File: src/rtl/ram_read_requester.sv
// Read requester for ram_controller: issues hash hits, captures returned bursts in a FWFT FIFO.
// Optional WAIT timeout abort is enabled by defining RAM_REQ_TIMEOUT_EN.
module ram_read_requester #(
    parameter int unsigned DATA_WIDTH = 64,
    parameter int unsigned ADDR_WIDTH = 10,
    parameter int unsigned SEQ_WIDTH  = 3,
    parameter int unsigned BURST_LEN  = 8,
    parameter int unsigned FIFO_DEPTH = 16,
    parameter int unsigned TIMEOUT    = 64
) (
    input  logic                    clk,
    input  logic                    reset,
    input  logic                    req_valid_in,
    output logic                    req_ready_out,
    input  logic [SEQ_WIDTH-1:0]    req_seq_in,
    input  logic [ADDR_WIDTH-4:0]   req_idx_in,
    output logic [SEQ_WIDTH-1:0]    hash_pack_seq_out,
    output logic [ADDR_WIDTH-1:0]   hash_addr_offset_out,
    output logic                    hash_hit_out,
    input  logic                    rd_data_valid_in,
    input  logic [DATA_WIDTH-1:0]   rd_data_in,
    output logic                    m_valid_out,
    input  logic                    m_ready_in,
    output logic [DATA_WIDTH-1:0]   m_data_out,
    output logic [SEQ_WIDTH-1:0]    m_seq_out,
    output logic                    m_last_out,
    output logic                    busy_out,
    output logic                    stray_err_out,
    output logic                    timeout_err_out
);
    localparam int unsigned CNT_W = $clog2(BURST_LEN);
    localparam int unsigned AW    = $clog2(FIFO_DEPTH);
    localparam int unsigned PTR_W = AW + 1;

    typedef struct packed {
        logic [SEQ_WIDTH-1:0]  seq;
        logic                  last;
        logic [DATA_WIDTH-1:0] data;
    } ret_word_t;

    typedef enum logic [1:0] {IDLE, SETUP, HIT, WAIT} state_t;

    state_t           state, state_nxt;
    logic [CNT_W-1:0] word_cnt;
    ret_word_t        mem [FIFO_DEPTH];
    ret_word_t        head;
    logic [PTR_W-1:0] wr_ptr, rd_ptr, count, count_nxt;
    logic             fifo_full, push, pop, stray, accept, last_word, timed_out;

`ifdef RAM_REQ_TIMEOUT_EN
    localparam int unsigned TMR_W = $clog2(TIMEOUT);
    logic [TMR_W-1:0] timer;
`endif

    assign count       = wr_ptr - rd_ptr;
    assign fifo_full   = (count == PTR_W'(FIFO_DEPTH));
    assign m_valid_out = (count != '0);
    assign head        = mem[rd_ptr[AW-1:0]];
    // Data fields read as zero whenever nothing is valid, including in reset.
    assign m_data_out  = m_valid_out ? head.data : '0;
    assign m_seq_out   = m_valid_out ? head.seq  : '0;
    assign m_last_out  = m_valid_out ? head.last : 1'b0;

    always_ff @(posedge clk or posedge reset) begin
        if (reset) state <= IDLE;
        else       state <= state_nxt;
    end

    always_comb begin
        state_nxt = state;
        accept    = 1'b0;
        push      = 1'b0;
        stray     = 1'b0;
        timed_out = 1'b0;
        pop       = m_valid_out && m_ready_in;
        if (rd_data_valid_in) begin
            if (state == WAIT && !fifo_full) push  = 1'b1;
            else                             stray = 1'b1;
        end
        last_word = push && (word_cnt == CNT_W'(BURST_LEN - 1));
        case (state)
            IDLE: begin
                if (req_valid_in && req_ready_out) begin
                    accept    = 1'b1;
                    state_nxt = SETUP;
                end
            end
            SETUP: state_nxt = HIT;
            HIT:   state_nxt = WAIT;
            WAIT: begin
                if (last_word) begin
                    state_nxt = IDLE;
                end
`ifdef RAM_REQ_TIMEOUT_EN
                else if (timer == TMR_W'(TIMEOUT - 1)) begin
                    timed_out = 1'b1;
                    state_nxt = IDLE;
                end
`endif
            end
            default: state_nxt = IDLE;
        endcase
        count_nxt = count + PTR_W'(push) - PTR_W'(pop);
    end

    // Ready is precomputed from next state/occupancy so it is a clean register yet not a cycle late.
    always_ff @(posedge clk or posedge reset) begin
        if (reset) begin
            req_ready_out        <= 1'b0;
            hash_pack_seq_out    <= '0;
            hash_addr_offset_out <= '0;
            hash_hit_out         <= 1'b0;
            busy_out             <= 1'b0;
            stray_err_out        <= 1'b0;
            word_cnt             <= '0;
            wr_ptr               <= '0;
            rd_ptr               <= '0;
        end else begin
            if (accept) begin
                hash_pack_seq_out    <= req_seq_in;
                hash_addr_offset_out <= {req_idx_in, 3'b000};
            end
            req_ready_out <= (state_nxt == IDLE) && (count_nxt <= PTR_W'(FIFO_DEPTH - BURST_LEN));
            hash_hit_out  <= (state_nxt == HIT);
            busy_out      <= (state_nxt != IDLE);
            if (stray) stray_err_out <= 1'b1;
            if (state == HIT) word_cnt <= '0;
            else if (push)    word_cnt <= word_cnt + CNT_W'(1);
            if (push) wr_ptr <= wr_ptr + PTR_W'(1);
            if (pop)  rd_ptr <= rd_ptr + PTR_W'(1);
        end
    end

    always_ff @(posedge clk) begin
        if (push) mem[wr_ptr[AW-1:0]] <= '{seq: hash_pack_seq_out, last: last_word, data: rd_data_in};
    end

`ifdef RAM_REQ_TIMEOUT_EN
    always_ff @(posedge clk or posedge reset) begin
        if (reset) begin
            timer           <= '0;
            timeout_err_out <= 1'b0;
        end else begin
            if (state == HIT)       timer <= '0;
            else if (state == WAIT) timer <= timer + TMR_W'(1);
            if (timed_out) timeout_err_out <= 1'b1;
        end
    end
`else
    assign timeout_err_out = 1'b0;
`endif

endmodule

File: config.mk
export PLATFORM = sky130hd
export DESIGN_NAME = ram_read_requester
export DESIGN_NICKNAME = d
export VERILOG_FILES = /design/src/rtl/ram_read_requester.sv
export SDC_FILE = /design/constraint.sdc
export NUM_CORES = 1
export LEC_CHECK = 0
export BUFFER_PORTS_ARGS = -buffer_cell sky130_fd_sc_hd__buf_2
export CAP_MARGIN = 20
export CORE_MARGIN = 10
export CORE_UTILIZATION = 55
export DETAILED_ROUTE_END_ITERATION = 10
export PLACE_DENSITY_LB_ADDON = 0.25
export SLEW_MARGIN = 20
export SYNTH_ARGS = -nofsm -noshare
export SYNTH_HDL_FRONTEND = slang
export SYNTH_SLANG_ARGS = --single-unit
File: constraint.sdc
create_clock -name clk -period 6.8 [get_ports clk]
set_input_delay 1.02 -clock clk [delete_from_list [all_inputs] [get_ports clk]]
set_output_delay 1.02 -clock clk [all_outputs]
set_load 0.005 [all_outputs]
## After elaboration in Yosys (flattened, before gate mapping)

Memory sizes are Yosys's and may differ from the RTL's.
Index checks and enable logic that the tools add are counted.

- Flip-flop bits (word level): 29
- Memory bits (writable): 1088
- Input port bits: 79
- Output and inout port bits: 87
- Word-level logic and storage cells: 51
- Memories kept: 1

- $add $sub $neg: 6
- Order comparisons: 1
- Equality and inequality tests: 6
- Mux-type cells: 16
- Reduce and logical (&&, ||, !) cells: 11

Memories:

| name | words | width | rd ports | clocked after memory_dff | wr ports | RTL line | source |
|---|---|---|---|---|---|---|---|
| mem | 16 | 68 | 1 | 0 | 1 | 45 | `ret_word_t mem [FIFO_DEPTH];` |

Operators by type and width:

| kind | count |
|---|---|
| $mux W64 | 1 |
| $add A5 B1 Y5 const B | 2 |
| $mux W1 | 9 |
| $mux W3 | 3 |
| $pmux W2 S4 | 1 |
| $eq A2 B2 Y1 const B | 3 |
| $add A5 B1 Y5 | 1 |
| $eq A5 B5 Y1 const B | 1 |
| $le A5 B4 Y1 const B | 1 |
| $logic_and A1 B1 Y1 | 5 |
| $reduce_bool A5 Y1 | 1 |
| $sub A5 B1 Y5 | 1 |
| $sub A5 B5 Y5 | 1 |
| $logic_not A2 Y1 | 2 |
| $mux W2 | 2 |
| $reduce_bool A2 Y1 | 2 |
| $add A3 B1 Y3 const B | 1 |
| $eq A3 B3 Y1 const B | 1 |
| $eq A2 B1 Y1 const B | 1 |
| $logic_not A1 Y1 | 1 |

## Longest topological paths before layout

- Depth after elaboration: 11
- Depth in mapped cells: 21
- Mapped depth without buffers: 18

## Worst setup path after synthesis

Ideal clock, no wire load.

- Kind: reg-to-reg
- Start point: register rd_ptr[2]
- End point: memory mem[3][0] (netlist bit), enable pin
- Setup time: 0.577 ns
- Data arrival time: 6.976 ns
- Required time: 6.223 ns
- Path slack: -0.753 ns
- Cell stages (with the launch flop): 13
- Path buffers: 2
- Clock period less this slack: 7.553 ns
- Path through: dfrtp_1 > buf_2 > clkinv_2 > buf_2 > ha_1 > nor2_1 > a21oi_1 > xnor2_1 > ha_1 > nand3_1 > o311a_1 > nand3_1 > nor3_1

- Word-level cells in the longest chain between the ends: 8

RTL lines:

| element | RTL line | source |
|---|---|---|
| from (decl) | 47 | `logic [PTR_W-1:0] wr_ptr, rd_ptr, count, count_nxt;` |
| from (signal assigned) | 130 | `if (pop) rd_ptr <= rd_ptr + PTR_W'(1);` |
| $sub A5 B5 Y5 | 55 | `assign count = wr_ptr - rd_ptr;` |
| $eq A5 B5 Y1 | 56 | `assign fifo_full = (count == PTR_W'(FIFO_DEPTH));` |
| $logic_not A1 Y1 | 77 | `if (state == WAIT && !fifo_full) push = 1'b1;` |
| $logic_and A1 B1 Y1 | 77 |  |
| $mux W1 | 77 |  |
| $mux W1 | 76 | `if (rd_data_valid_in) begin` |
| $mux W1 | 135 | `if (push) mem[wr_ptr[AW-1:0]] <= '{seq: hash_pack_seq_out, last: last_word, data: rd_data_in};` |
| $mux W1 (implied by the code) | 135 |  |
| to (decl) | 45 |  |

No other way between the ends.

## Final worst setup path

- Start point: register rd_ptr[1]
- End point: output m_data_out[50]

- Word-level cells in the longest chain between the ends: 3
- Elaborated cells between the ends (all ways): 4
- Those cells by class: add/sub: 1; mux: 1; reduce/logical: 1; memory: 1

RTL lines:

| element | RTL line | source |
|---|---|---|
| $sub A5 B5 Y5 | 55 |  |
| $reduce_bool A5 Y1 | 57 | `assign m_valid_out = (count != '0);` |
| $mux W64 (*) | 60 | `assign m_data_out = m_valid_out ? head.data : '0;` |
| to (decl) | 24 | `output logic [DATA_WIDTH-1:0] m_data_out,` |

Every way passes the cells marked *; elsewhere a longest branch is shown, timed or not.

==> results.cfg <==
[outcome]
run_status = complete, no violations

[sta]
layout_min_cycle_time_ps = 6237
final.setup.tns_ps = 0
finalMaxSlewViolations = 0
finalSetupViolations = 0
period_share = 0.9173
tightest_slew_ps = 1121
rsz0062_at_grt = false
finClkSkew_ps = 17.77
fmax_mhz = 160.3
slew_headroom = 0.2526
hold_viol = 0

[synth]
synth-seq-area-share = 0.7711
yosysTopAreaCell = edfxtp_1
ys_ff_latch = 1117
synth_warnings = 0
synth_edf_count = 1088
async_flop_share = 0.02596
postSynthAreaPerCell_um2 = 21.94
ys.flop_type = edfxtp_1
postSynthCellCount = 1974
netlist_area_um2 = 43310
ys_types = 45
netlist.area_leader.share = 0.7544
synth_common_cells = 1088 x edfxtp_1, 272 x mux4_2, 137 x nand2_1
yosysMostFrequentCell = edfxtp_1
synthTopCellsByArea = edfxtp_1 75%, mux4_2 14%, dfrtp_1 1.7%

[route]
wl_mm = 95.90
drtAntennaViolNets = 0
met2_length_mm = 48.41
drc = 0
wl_met1_mm = 38.23
vias_per_cell = 6.206
drtIter0Drc = 1936
wl_per_cell_um = 29.00
first_pass_iters = 5
wl_met3_mm = 6.958
topRoutingLayerUsed = met5
num_vias = 20520

[worst_setup_path]
r2r-start = rd_ptr[1]
critical_path_class = reg2out
endpoint_kind = primary output
rrSetupSlack_ps = 940
path_buf_inv = 3
path_cells = clkinv_2, ha_1, nor2_1, a21oi_1, xnor2_1, ha_1, nand3_1, o21ba_4, buf_12, a211oi_1, buf_2
crit_end = m_data_out[50]
slowest_delay_ps = 890
r2r_end = req_ready_out
rr_worst_depth = 18
cp.arrival_ps = 5220
crit_top_cell = ha_1
startpoint_type = flip-flop
cp.depth = 11
critPathSlowestCell = dfrtp_4
path_max_fanout = 45
cp.required_ps = 5780
startpoint = rd_ptr[1]
cp_top_family = buffers and inverters

[clock_network]
cts_inserted_buffers = 110
cts_tree = done
cts-root-buf = clkbuf_16
cts_max_path_buffers = 3
cts.htree.levels = 3
hold_buffers = 0
ctsResizeCount = 0
cts_setup_buffers = 0
cts_sinks = 1117
clock_latency_ps = 670
clkTransAtPathRegs_ps = 60

[finish]
drive_gt1_frac = 0.2934
seqCellArea_um2 = 33410
area_delta_synth_final_pct = 12.75
nNetsFinal = 2270
nFillCells = 5213
multi_input_area_um2 = 9315
design_area_um2 = 48830

[floorplanning]
core-area_um2 = 77720
core.rowCount = 102
ios = 166
die_h_um = 300.6
dieWidth_um = 300.6
dieArea_um2 = 90370
start_util = 0.5572

[global_routing]
antenna_found_initial = 10
grt-ovfl-total = 0
grt_pass1_vias = 22000
grt_usage = 0.2153
grt_max_degree = 165
grt_pass1_wl_mm = 144.6

[worst_hold_path]
hp-class = in2async

[placed_design]
io_buffers = 161
gp_congestion = 0.7691
dp_hpwl_mm = 49.72
dpl-instance-area_um2 = 45340

[pwr]
peakVddDrop_mv = 0.3916
p_per_area_nw_per_um2 = 433.5
power_leakage_nw = 16.16

[flow_run]
max-cap-violations = 0
==> registers in the layout, indices dropped and copies added (netlist names) <==
| name | count |
|---|---|
| mem | 1088 |
| hash_hit_out | 1 |
| word_cnt | 3 |
| wr_ptr | 5 |
| stray_err_out | 1 |
| hash_addr_offset_out | 7 |
| req_ready_out | 1 |
| state | 2 |
| busy_out | 1 |
| rd_ptr | 5 |
| hash_pack_seq_out | 3 |
==> worst register-to-register path: cells and delay by family (launching register included) <==
| kind | cells | cell delay [ps] |
|---|---|---|
| AOI/OAI and AO/OA | 4 | 1140 |
| xor gates and xnor gates | 2 | 500 |
| adders and majority gates | 5 | 1640 |
| buffers and inverters | 3 | 910 |
| DFF | 1 | 890 |
| and+or+nand+nor | 4 | 700 |
==> layer usage <==
metal | GRT usage | up-vias
met2 | 0.3567 | 819
li1 | - | 8616
met3 | 0.04283 | 143
met5 | 0 | -
met4 | 0.06019 | 6
met1 | 0.2907 | 10940
==> worst min-delay path by stage <==
stage | startpoint | end | slack (ps) | cells after the start
2_1_floorplan | stray_err_out | stray_err_out | 450 | 1
4_1_cts | reset | hash_pack_seq_out[0] | 430 | 3
6_report | reset | hash_addr_offset_out[7] | 450 | 3
3_5_place_dp | stray_err_out | stray_err_out | 450 | 1
5_1_grt | reset | hash_pack_seq_out[0] | 460 | 3
3_3_place_gp | stray_err_out | stray_err_out | 450 | 1
==> per-stage QoR <==
stage               hold WS (ps)    util  instances  worst slack (ps)  power (mW)
detailed placement         452.4  0.5834       3100             912.5       15.57
global route               465.0  0.6282       3305             290.5       22.17
CTS                        430.4  0.6281       3303             484.9       21.41
global placement           453.8  0.5834       3100             997.1       15.48
floorplan                  451.0       -       1977             917.3       13.30
finish                     453.2  0.6283       3307             562.5       21.17
==> kinds of logic (layout without fill, tap and decap cells) <==
kind of cell,count (synthesis),in the layout,share of synthesized area
DFF,1117,1117,0.7711
muxes,351,351,0.1601
and+or+nand+nor,255,255,0.02817
buffers and inverters,128,414,0.01624
AOI/OAI and AO/OA,89,89,0.01528
adders and majority gates,19,19,0.005836
xor gates and xnor gates,14,14,0.003149
other,1,8,0.00008659
==> cell usage in the layout (no fill, tap or decap), types with 2 or more instances in the layout <==
cell / instances
a211oi_1: 68
a21o_1: 3
a21oi_1: 8
and3_1: 71
and3_4: 12
buf_12: 15
buf_2: 161
buf_4: 20
bufinv_16: 10
clkbuf_1: 17
clkbuf_16: 110
clkbuf_8: 3
clkinv_1: 29
clkinv_2: 27
conb_1: 4
dfrtp_1: 25
dfrtp_4: 4
diode_2: 4
edfxtp_1: 1088
fa_1: 2
ha_1: 17
inv_1: 11
inv_2: 2
inv_6: 4
mux2_2: 10
mux2i_1: 68
mux4_2: 272
nand2_1: 137
nand3_1: 7
nor2_1: 9
nor2b_1: 4
nor2b_4: 2
nor3_1: 4
o21ai_0: 4
xnor2_1: 7
xor2_1: 6
==> power by group <==
part | internal [mW] | total (mW) | leakage (nW) | switching, mW
Combinational | 2.97 | 6.64 | 4.25 | 3.67
Sequential | 8.33 | 8.68 | 10.2 | 0.347
Clock | 3.37 | 5.85 | 1.72 | 2.48
Total | 14.7 | 21.2 | 16.2 | 6.49
==> final cells by class <==
class                           count  area share
Antenna cell                        4   0.0002050
Clock buffer                      130     0.05852
Clock inverter                     73     0.01266
Inverter                           15    0.001230
Multi-Input combinational cell    732      0.1908
Sequential cell                  1117      0.6842
Tap cell                         1040     0.02665
Timing Repair Buffer              196     0.02573
Power figures use the tool's default switching activity.
